[src/rtl/pipeline_pkg.sv]
// rtl/pipeline_pkg.sv - shared constants and hazard FSM state type for the RV32I pipeline
package pipeline_pkg;

  localparam int REG_ADDR_W = 5;

  typedef enum logic [1:0] {
    RUN      = 2'd0,
    MEM_WAIT = 2'd1,
    TIMEOUT  = 2'd2
  } hazard_state_t;

endpackage

[src/rtl/hazard_perf_counter.sv]
// rtl/hazard_perf_counter.sv - saturating event counter with synchronous active-high reset
module hazard_perf_counter #(
  parameter int CNT_W = 32
) (
  input  logic             clk,
  input  logic             reset,
  input  logic             inc_i,
  output logic [CNT_W-1:0] count_o
);

  logic [CNT_W-1:0] count_q;
  logic [CNT_W-1:0] count_d;

  // Holds at all-ones so a long stall storm never reads back as a small count.
  always_comb begin
    count_d = count_q;
    if (inc_i && (count_q != {CNT_W{1'b1}})) begin
      count_d = count_q + 1'b1;
    end
  end

  always_ff @(posedge clk) begin
    if (reset) begin
      count_q <= '0;
    end else begin
      count_q <= count_d;
    end
  end

  assign count_o = count_q;

endmodule

[src/rtl/stall_flush_ctrl.sv]
// rtl/stall_flush_ctrl.sv - load-use / redirect / memory-wait stall and flush controller
// Optional saturating perf counters enabled by defining STALL_PERF_CNT_EN.
module stall_flush_ctrl
  import pipeline_pkg::*;
#(
  parameter int REG_ADDR_W  = pipeline_pkg::REG_ADDR_W,
  parameter int MEM_TIMEOUT = 255
`ifdef STALL_PERF_CNT_EN
  ,
  parameter int CNT_W       = 32
`endif
) (
  input  logic                  clk,
  input  logic                  reset,
  input  logic [REG_ADDR_W-1:0] source_reg1_id,
  input  logic [REG_ADDR_W-1:0] source_reg2_id,
  input  logic [REG_ADDR_W-1:0] reg_dest_ex,
  input  logic                  mem_read_ex,
  input  logic                  pc_src_ex,
  input  logic                  dmem_req_mem,
  input  logic                  dmem_ready,
  output logic                  stall_f,
  output logic                  stall_d,
  output logic                  stall_e,
  output logic                  stall_m,
  output logic                  flush_d,
  output logic                  flush_e,
  output logic                  flush_w,
  output logic                  mem_timeout
`ifdef STALL_PERF_CNT_EN
  ,
  output logic [CNT_W-1:0]      stall_cycles,
  output logic [CNT_W-1:0]      flush_count
`endif
);

  localparam int WAIT_W = $clog2(MEM_TIMEOUT + 1);
  localparam logic [WAIT_W-1:0] WAIT_LAST = WAIT_W'(MEM_TIMEOUT - 1);

  hazard_state_t     state_q, state_d;
  logic [WAIT_W-1:0] wait_cnt_q, wait_cnt_d;
  logic              mem_timeout_q, mem_timeout_d;

  logic lw_stall;
  logic mem_stall;
  logic halt;

  assign lw_stall  = mem_read_ex && (reg_dest_ex != '0) &&
                     ((reg_dest_ex == source_reg1_id) || (reg_dest_ex == source_reg2_id));
  assign mem_stall = dmem_req_mem && !dmem_ready;
  assign halt      = (state_q == TIMEOUT);

  always_comb begin
    state_d       = state_q;
    wait_cnt_d    = wait_cnt_q;
    mem_timeout_d = mem_timeout_q;
    unique case (state_q)
      RUN: begin
        if (mem_stall) begin
          state_d    = MEM_WAIT;
          wait_cnt_d = WAIT_W'(1);
        end else begin
          wait_cnt_d = '0;
        end
      end
      MEM_WAIT: begin
        if (dmem_ready || !dmem_req_mem) begin
          state_d    = RUN;
          wait_cnt_d = '0;
        end else if (wait_cnt_q == WAIT_LAST) begin
          state_d       = TIMEOUT;
          mem_timeout_d = 1'b1;
        end else begin
          wait_cnt_d = wait_cnt_q + 1'b1;
        end
      end
      TIMEOUT: begin
        state_d = TIMEOUT;
      end
      default: begin
        state_d    = RUN;
        wait_cnt_d = '0;
      end
    endcase
  end

  always_ff @(posedge clk) begin
    if (reset) begin
      state_q       <= RUN;
      wait_cnt_q    <= '0;
      mem_timeout_q <= 1'b0;
    end else begin
      state_q       <= state_d;
      wait_cnt_q    <= wait_cnt_d;
      mem_timeout_q <= mem_timeout_d;
    end
  end

  // A frozen EX keeps pc_src_ex asserted, so suppressing flushes during a memory wait loses no redirect.
  always_comb begin
    stall_f = halt || mem_stall || lw_stall;
    stall_d = halt || mem_stall || lw_stall;
    stall_e = halt || mem_stall;
    stall_m = halt || mem_stall;
    flush_w = halt || mem_stall;
    flush_d = !halt && !mem_stall && pc_src_ex;
    flush_e = !halt && !mem_stall && (lw_stall || pc_src_ex);
    if (reset) begin
      stall_f = 1'b0;
      stall_d = 1'b0;
      stall_e = 1'b0;
      stall_m = 1'b0;
      flush_d = 1'b1;
      flush_e = 1'b1;
      flush_w = 1'b1;
    end
  end

  assign mem_timeout = mem_timeout_q;

`ifdef STALL_PERF_CNT_EN
  hazard_perf_counter #(.CNT_W(CNT_W)) u_stall_cnt (
    .clk     (clk),
    .reset   (reset),
    .inc_i   (stall_f),
    .count_o (stall_cycles)
  );

  hazard_perf_counter #(.CNT_W(CNT_W)) u_flush_cnt (
    .clk     (clk),
    .reset   (reset),
    .inc_i   (flush_e),
    .count_o (flush_count)
  );
`endif

endmodule
[config.mk]
export PLATFORM = sky130hd
export DESIGN_NAME = stall_flush_ctrl
export DESIGN_NICKNAME = d
export VERILOG_FILES = /design/src/rtl/pipeline_pkg.sv /design/src/rtl/hazard_perf_counter.sv /design/src/rtl/stall_flush_ctrl.sv
export SDC_FILE = /design/constraint.sdc
export NUM_CORES = 1
export LEC_CHECK = 0
export CAP_MARGIN = 25
export CORE_UTILIZATION = 50
export CTS_CLUSTER_DIAMETER = 30
export DETAILED_ROUTE_END_ITERATION = 8
export DONT_BUFFER_PORTS = 1
export SYNTH_ARGS = -nofsm -noshare
export SYNTH_HDL_FRONTEND = slang
export SYNTH_SLANG_ARGS = --single-unit
[constraint.sdc]
create_clock -name clk -period 1.9 [get_ports clk]
set_input_delay 0.285 -clock clk [delete_from_list [all_inputs] [get_ports clk]]
set_output_delay 0.285 -clock clk [all_outputs]
set_load 0.1 [all_outputs]
# Word-level counts from Yosys, hierarchy flattened
# Cells that the tools add are included.
[classes]
bitwise = 2
mux = 13
reduce_logical = 20
n_eq_ne = 8
addsub = 1
[op_table]
columns = ["operator", "n"]
rows = [
  ["$pmux 8 s3", 1],
  ["$mux 8", 2],
  ["$eq 5x5->1", 2],
  ["$add 8x1->8 const B", 1],
  ["$eq 8x8->1 const B", 1],
  ["$logic_and 1x1->1", 6],
  ["$mux 1", 6],
  ["$mux 2", 3],
  ["$ne 3x3->1 const B", 2],
  ["$pmux 2 s3", 1],
  ["$logic_or 1x1->1", 5],
  ["$reduce_bool 5->1", 1],
  ["$logic_not 1->1", 4],
  ["$reduce_and 2->1", 2],
  ["$reduce_and 3->1", 1],
  ["$eq 2x1->1 const B", 1],
  ["$eq 2x2->1 const B", 1],
  ["$logic_not 2->1", 1],
  ["$ne 2x2->1 const B", 1],
  ["$not 1->1", 2],
]
[word_totals]
elab_cells = 47
regBits = 11
in_bits = 21

# Longest topological paths before layout
# Gate-level depths: netlist of the first run.
[logic_depth]
ltp_word = 6
depth_mapped = 6
depth_no_buf = 6

# Worst setup path before layout of the first run
# No wires, ideal clock.
[synth_path]
path_type = "register to output"
from = "register state_q[0]"
to = "output port flush_e"
path_stages_with_launch = 5
slack_ns = -1.567
t_arrival_ns = 3.182
path_cell_list = "dfxtp_1 -> or2b_4 -> a21boi_1 -> inv_1 -> o31ai_1"
[synth_between]
elab_chain_len = 5
[synth_lines]
columns = ["item", "line", "source"]
rows = [
  ["start, declared", "stall_flush_ctrl.sv:40", "hazard_state_t state_q, state_d;"],
  ["start signal, assigned", "stall_flush_ctrl.sv:93", "state_q <= state_d;"],
  ["$eq 2x2->1", "stall_flush_ctrl.sv:51", "assign halt = (state_q == TIMEOUT);"],
  ["$logic_not 1->1", "stall_flush_ctrl.sv:107", "flush_e = !halt && !mem_stall && (lw_stall || pc_src_ex);"],
  ["$logic_and 1x1->1 (2 in series)", "stall_flush_ctrl.sv:107", ""],
  ["$mux 1", "stall_flush_ctrl.sv:108", "if (reset) begin"],
  ["end, declared", "stall_flush_ctrl.sv:27", "output logic flush_e,"],
]
# Every way passes these cells.

# Worst setup path in the final report of the first run
[layout_path]
from = "register state_q[1]"
to = "output port flush_e"
# The elaborated chain is that of the path after synthesis.

==> impl_summary.md, run 1 <==
Status
The run finished with clean final reports.

Drt
The average wire per standard cell is 13.9 um. For this run, the detailed router's first-pass iteration total came to 3. The detailed-route via count is 701. The number of routed nets with antenna violations is 0. Using the TritonRoute via totals, the vias-per-cell ratio works out to 6.04. In the final routing, the length of wire on met1 measures 752 um. The routed wire length is 1.61 mm.

The met3 layer wire length in the routed design is 69 um. For this run, design rule violations remaining after detail routing come to 0. The number of design-rule violations left by the first detailed-router iteration is 11. The top layer reached by signal wires is met4. The total length of routed met2 wires is 762 um.

GRT
Entering global routing, the biggest net connects 13 pins. The number of antenna violations at the first check in global routing came to 0. The number of global-route vias before repair is 598.

The wire length of the first global-routing pass is 2.59 mm. The overall routing resource usage is 0.190. For this run the aggregate overflow at the end of global routing stands at 0.

Worst setup path
For the worst setup path, the data required time is 1620 ps. The critical-path maximum fanout is 4. The most critical setup path has its endpoint at flush_e. The critical path goes through or2b_4 > a21boi_4 > inv_2 > o31ai_4 > buf_12. The largest stage delay on the critical path is 320 ps. The worst register-to-register path has a depth of 6.

In this run the critical register-to-register path is launched from wait_cnt_q[0]. The critical path is of the reg2out type. STA classifies the critical path endpoint as a primary output. The critical path starts at state_q[1]. The worst reg2reg path endpoint is wait_cnt_q[6]. The worst-path cell with the longest stage delay is sky130_fd_sc_hd__dfxtp_2. The kind of launch point of the worst setup path is a flop. The data arrival time of the critical path is 1600 ps. The worst register-to-register path has a setup slack of 220 ps.

Floorplan
The floorplan step defined a die boundary enclosing 1740 um2. The standard-cell row count is 13. The horizontal die dimension is 41.7 um. The I/O pin count is 29. The initial core utilization is 0.570. The core outline area is 1380 um2. The vertical die dimension is 41.7 um.

Layout
The antenna diode instance count is 0. The non-filler instance count after layout is 116. The most common library cell in the layout ignoring fill and taps is sky130_fd_sc_hd__xor2_1. The final layout contains 125 nets. The area growth from synthesis to layout is 25.7%.

For this run, the share of the core covered by cells in the final layout is 0.717. The top cell types in the final layout, fill and taps aside, are sky130_fd_sc_hd__xor2_1 (10), sky130_fd_sc_hd__dfxtp_1 (9), sky130_fd_sc_hd__nor2_1 (5), sky130_fd_sc_hd__buf_4 (5). The fraction of final layout cells sized beyond drive strength 1 is 0.267.

Timing
At the pin with the least slew margin, the transition time is 600 ps. The total of endpoints with negative setup slack in the final report is 0. The number of pins exceeding their max-slew limit in the final report is 0.

Setup repair after global routing could not meet its margin everywhere. Of the available clock period, the critical path in the final layout requires 0.993. The aggregate negative setup slack is 0 ps. The worst-case headroom to the max-slew limit is 0.600. Across all setup checks in the final design, the least slack found is 13.8 ps. The number of failing hold endpoints at the final stage is 0. Hold timing on the final database bottoms out at a slack of 71.9 ps.

The post-layout minimum cycle time is 1890 ps. The fmax is 530 MHz. On the final layout, the worst clock skew is 1.82 ps.

Logic synthesis
The sequential area share after synthesis is 0.279. For this run, the leading register cell type out of synthesis is sky130_fd_sc_hd__dfxtp_1. When the netlist entered floorplanning its net count stood at 114. The number of distinct library cells after synthesis is 36. The number of flip-flops and latches in the synthesized netlist is 11. The cell count after synthesis is 91. The average cell area after synthesis is 8.66 um2. The cell area after synthesis is 788 um2. The number of warnings issued by yosys is 0. The number of flops mapped to enable cells by yosys is 0. The proportion of register bits with asynchronous set or reset after synthesis is 0.

Place
Input and output buffers added on the ports amount to 0. The placed instance count is 109. At the end of routability-driven placement, the weighted congestion stood at 0.760. Prior to clock tree synthesis, the placed netlist has a worst setup slack of 146 ps. The half-perimeter wire length after placement is 1.27 mm.

CTS
Buffers inserted during clock tree synthesis total 3. The maximum clock insertion buffer count is 2. For the worst-skew pair, the clock arrives at the later sink with an insertion delay of 270 ps.

The clock tree root driver cell is sky130_fd_sc_hd__clkbuf_4. The clock drives 11 sinks. TritonCTS built the clock tree. Clock-pin slew was measured on the worst setup and hold paths at 70 ps.

In this run the number of H-tree levels came out at 1.

Job
The number of max-cap violations is 0.

Power
The worst-case vdd ir drop is 0.000340 V. For this design the ratio of total power to cell area is 558 nW/um2. The static leakage is 0.000383 uW.

Min path
The class of the tightest hold or removal check is in2reg.
## cells in the mapped netlist, types with 2 or more instances
library cell | n | share of area
sky130_fd_sc_hd__dfxtp_1 | 11 | 0.28
sky130_fd_sc_hd__xor2_1 | 10 | 0.11
sky130_fd_sc_hd__nor2_1 | 6 | 0.029
sky130_fd_sc_hd__a21boi_1 | 5 | 0.048
sky130_fd_sc_hd__inv_1 | 5 | 0.024
sky130_fd_sc_hd__a21oi_1 | 4 | 0.025
sky130_fd_sc_hd__nor3_1 | 4 | 0.025
sky130_fd_sc_hd__o21ai_0 | 4 | 0.025
sky130_fd_sc_hd__nand2_1 | 3 | 0.014
sky130_fd_sc_hd__o31ai_1 | 3 | 0.029
sky130_fd_sc_hd__or3_1 | 3 | 0.024
sky130_fd_sc_hd__or4_1 | 3 | 0.029
sky130_fd_sc_hd__buf_4 | 2 | 0.019
sky130_fd_sc_hd__ha_1 | 2 | 0.032
sky130_fd_sc_hd__nand2b_1 | 2 | 0.016
sky130_fd_sc_hd__nand3_1 | 2 | 0.013
sky130_fd_sc_hd__nand4_4 | 2 | 0.054
sky130_fd_sc_hd__nor4_1 | 2 | 0.016
## power by group
group          internal (uW)  total, uW  switching (uW)
Sequential               233        237            4.60
Combinational           53.2        153             100
Clock                   81.4        162            81.0
## final cells by class
type | instances | area (um2)
multi-input combinational | 72 | 584
fill | 99 | 392
sequential | 11 | 225
timing repair buffer | 9 | 118
clock buffer | 4 | 26.3
inverter | 5 | 18.8
tap | 15 | 18.8
## what timing repair did
action | 4_1_cts | 5_1_grt
endpoints found under the setup margin | 2 | 7
gates cloned | 0 | 0
buffers inserted | 1 | 2
pin swaps | 1 | 1
gates resized for setup | 1 | 1
hold buffers | 0 | 0
## through the flow
stage	total power, uW	cell area, um2
2_1_floorplan	374	862
3_3_place_gp	392	936
3_5_place_dp	394	936
4_1_cts	558	973
5_1_grt	574	991
6_report	553	991
## cells by family (layout without fill, tap and decap cells)
logic type	Yosys count	count (layout)	share of synthesized area
buffers and inverters	8	18	0.0476
DFF	11	11	0.279
and+or+nand+nor	36	36	0.324
AOI/OAI and AO/OA	23	23	0.194
adders and majority gates	2	2	0.0317
muxes	1	1	0.0127
xor gates and xnor gates	10	10	0.111
## critical path: cells and delay by family, from the launching register on
kind                   cells  cell delay (ps)
AOI/OAI and AO/OA          2              530
and+or+nand+nor            1              200
buffers and inverters      2              280
DFF                        1              320
## per-layer routing
| metal | up-vias | track usage |
|---|---|---|
| met5 | - | 0 |
| met4 | 0 | 0.0968 |
| met1 | 323 | 0.244 |
| met3 | 5 | 0.0478 |
| li1 | 356 | - |
| met2 | 17 | 0.294 |
## sequential cells by signal, indices dropped and copies added, names as in the netlist
register	count
mem_timeout	1
state_q	2
wait_cnt_q	8
## worst min path at each step
| stage | depth (start not counted) | start | end |
|---|---|---|---|
| after global placement | 1 | reset | state_q[0] |
| after detailed placement | 1 | reset | state_q[0] |
| final | 1 | reset | state_q[0] |
| after global routing | 1 | reset | state_q[0] |
| after floorplan | 2 | wait_cnt_q[7] | wait_cnt_q[7] |
| after CTS | 1 | reset | state_q[0] |
Note: power is estimated with default switching activity, not from simulation.
==> run 2, diff against run 1 <==
CORE_UTILIZATION = 60   (was 50)
PLACE_DENSITY = 0.76   (was not set)
==> run 2 against run 1 <==
Against the previous run: non-clock buffer count stayed put; global-route usage is 7.6 points higher; worst setup slack better by 28 ps; sequential share of layout area is 0.22 points higher; clock skew is 0.87 ps higher; wire length is 3.9% higher; critical endpoint is now stall_m; largest power group unchanged.
==> impl_summary.md, run 2 (synthesized netlist as in run 1, its figures left out) <==
Status
The run finished with clean final reports.

Power
Of the total power, the share spent switching nets is 0.342. The design draws 556 uW. For this design the total switching power over the nets is 190 uW. Of the total power, the clock network draws 0.297. The sequential power share is 0.425. VDD sags by at most 0.000508 V. For this design the static power due to leakage is 0.000384 uW. The total power divided by cell area is 561 nW/um2. The internal cell power is 366 uW. The combinational share of power is 0.278.

Layout
The combined flip-flop and latch cell area is 228 um2. Relative to the synthesized area, the layout overhead comes to 25.9%. In the layout the commonest cells are sky130_fd_sc_hd__xor2_1 (10), sky130_fd_sc_hd__dfxtp_1 (9), sky130_fd_sc_hd__nor2_1 (5), sky130_fd_sc_hd__buf_4 (5). The library cell used most frequently in the layout, excluding fill and tap cells, is sky130_fd_sc_hd__xor2_1. The number of fill cells is 65. The repair_antennas step left the layout with diodes totalling 0.

The register with the most flip-flops in the layout has 8 of them. The non-filler instance count after layout is 115. The fraction of final layout cells sized beyond drive strength 1 is 0.267. The number of nets in the final layout is 125. The multi-input combinational cells in the finished layout cover a total of 584 um2.

The register with the most flip-flops in the final layout is wait_cnt_q. The utilization after layout is 0.858.

GRT
The number of antenna violations at the first check in global routing is 0. For this run the aggregate overflow at the end of global routing stands at 0. For this run, the total global-route usage over all layers was measured as 0.266.

The number of global-route vias before repair is 618. Entering global routing, the biggest net connects 13 pins. The wire length of the first global-routing pass is 2.62 mm.

CTS
The H-tree level count is 1. The post-cts hold buffer count is 0. The tree is rooted in a sky130_fd_sc_hd__clkbuf_4.

Counting the buffers created by CTS gives 3. TritonCTS built the clock tree. The clock net in this run drives a total of 11 sinks. The maximum clock insertion buffer count is 2.

The clock reaches the later pin of the worst-skew pair after 280 ps. Clock-pin slew was measured on the worst setup and hold paths at 70 ps.

Drt
The via density per instance is 6.21. The first-pass detailed-route iteration total is 4. The number of routed nets with antenna violations is 0.

The final route contains 714 vias. The total length of routed met2 wires is 842 um. The number of DRC violations after detailed routing is 0. The first routing iteration left 16 violations. The detailed router put a total of 699 um of wire on met1. The met3 layer wire length in the routed design is 108 um. Summed over all layers, the routed wires come to 1.67 mm. The top layer reached by signal wires is met4.

The average wire per standard cell is 14.5 um.

Timing
The fmax is 538 MHz. The post-layout minimum cycle time is 1860 ps. The share of the cycle needed by the critical path after routing is 0.978. The worst clock skew on the final layout is 2.69 ps.

The number of failing hold endpoints at the final stage came to 0. In this run the tightest slew margin relative to its limit is 0.616. The number of pins exceeding their max-slew limit in the final report is 0. Setup repair after global routing could not meet its margin everywhere. In the post-route analysis, the smallest setup slack over all paths is 42.1 ps.

The total of endpoints with negative setup slack in the final report is 0. The transition at the pin with the smallest max-transition slack is 576 ps.

Worst setup path
The worst endpoint required time is 1620 ps. The worst register-to-register path ends at wait_cnt_q[7]. The startpoint-to-endpoint class of the critical path is reg2out. Counting both buffers and inverters, the worst setup path holds a total of 2. On the worst path, the slowest cell contributes a delay of 370 ps.

The logic depth of the worst setup path including buffers is 5. The kind of launch point of the worst setup path is a flop. The critical path ends at stall_m. The register-to-register setup slack is 150 ps. The data arrival time of the critical path is 1570 ps.

The worst register-to-register path begins at wait_cnt_q[0]. Walking the worst path, the cells encountered are or2b_4 > a21boi_4 > buf_4 > nor2_4 > buf_12. The worst-path cell with the longest stage delay is sky130_fd_sc_hd__dfxtp_4. Counting cells, the worst reg-to-reg path comes to 6.

STA classifies the critical path endpoint as a primary output. The kind of cell adding the most delay to the critical path is buffers and inverters. In this run the worst path has a maximum fanout of 6. The most critical setup path has its startpoint at state_q[0].

Floorplan
The overall die area is 1460 um2. The vertical die dimension is 38.2 um. In this run the standard cell core region covers 1160 um2. The die is 38.2 um wide. The standard-cell row count is 12. The I/O pin count is 29. For this configuration, the core starts out at a cell density of 0.682.

Job
The number of max-cap violations is 0.

Place
The half-perimeter wire length after placement is 1.30 mm. Counting tap cells, the placed design contains a total of 108 instances. The post-place setup slack is 134 ps.

The final estimated routing congestion in global placement is 0.715. The number of I/O port buffers is 0.

Min path
The worst hold path belongs to the class in2reg.
[run 2: worst register-to-register path, stage by stage (launching register included)]
cell,delay (ps)
sky130_fd_sc_hd__dfxtp_1,460
sky130_fd_sc_hd__inv_1,100
sky130_fd_sc_hd__ha_1,210
sky130_fd_sc_hd__nand2_1,170
sky130_fd_sc_hd__nor3_4,90
sky130_fd_sc_hd__or4_1,480
sky130_fd_sc_hd__a21boi_1,170
[run 2: routing by layer]
| layer | vias to the layer above | track usage |
|---|---|---|
| met3 | 4 | 0.0581 |
| met1 | 326 | 0.305 |
| met4 | 0 | 0.170 |
| li1 | 359 | - |
| met2 | 25 | 0.441 |
| met5 | - | 0 |
[run 2: power groups by stage]
stage,Clock (uW),Combinational (uW),Sequential [uW]
6_report,165,155,236
5_1_grt,177,162,237
4_1_cts,173,155,238
3_5_place_dp,0,151,244
3_3_place_gp,0,149,244
2_1_floorplan,0,131,243
[run 2: per-stage QoR]
| stage | instance area [um2] | hold WS, ps | TNS (ps) |
|---|---|---|---|
| floorplan | 862 | 451 | -163 |
| global placement | 935 | 354 | 0 |
| detailed placement | 935 | 357 | 0 |
| CTS | 980 | 54.1 | 0 |
| global route | 992 | 59.6 | -13.3 |
| finish | 992 | 62.3 | 0 |
[run 2: what timing repair did]
action	in CTS	in global routing
cloned	0	0
gates resized for setup	1	2
setup endpoints to repair	2	5
setup buffers	2	1
pin swaps	0	1
[run 2: how the worst min path moves through the flow]
stage | from | endpoint | cells past startpoint
3_3_place_gp | reset | state_q[0] | 1
5_1_grt | reset | state_q[0] | 1
2_1_floorplan | wait_cnt_q[7] | wait_cnt_q[7] | 2
6_report | reset | state_q[0] | 1
4_1_cts | reset | state_q[0] | 1
3_5_place_dp | reset | state_q[0] | 1
[run 2: layout make-up]
class                   instances  area share
multi-input cells              72       0.589
flip-flops and latches         11       0.230
repair buffers                  9       0.119
clock buffers                   4      0.0265
inverters                       5      0.0189
well taps                      14      0.0177
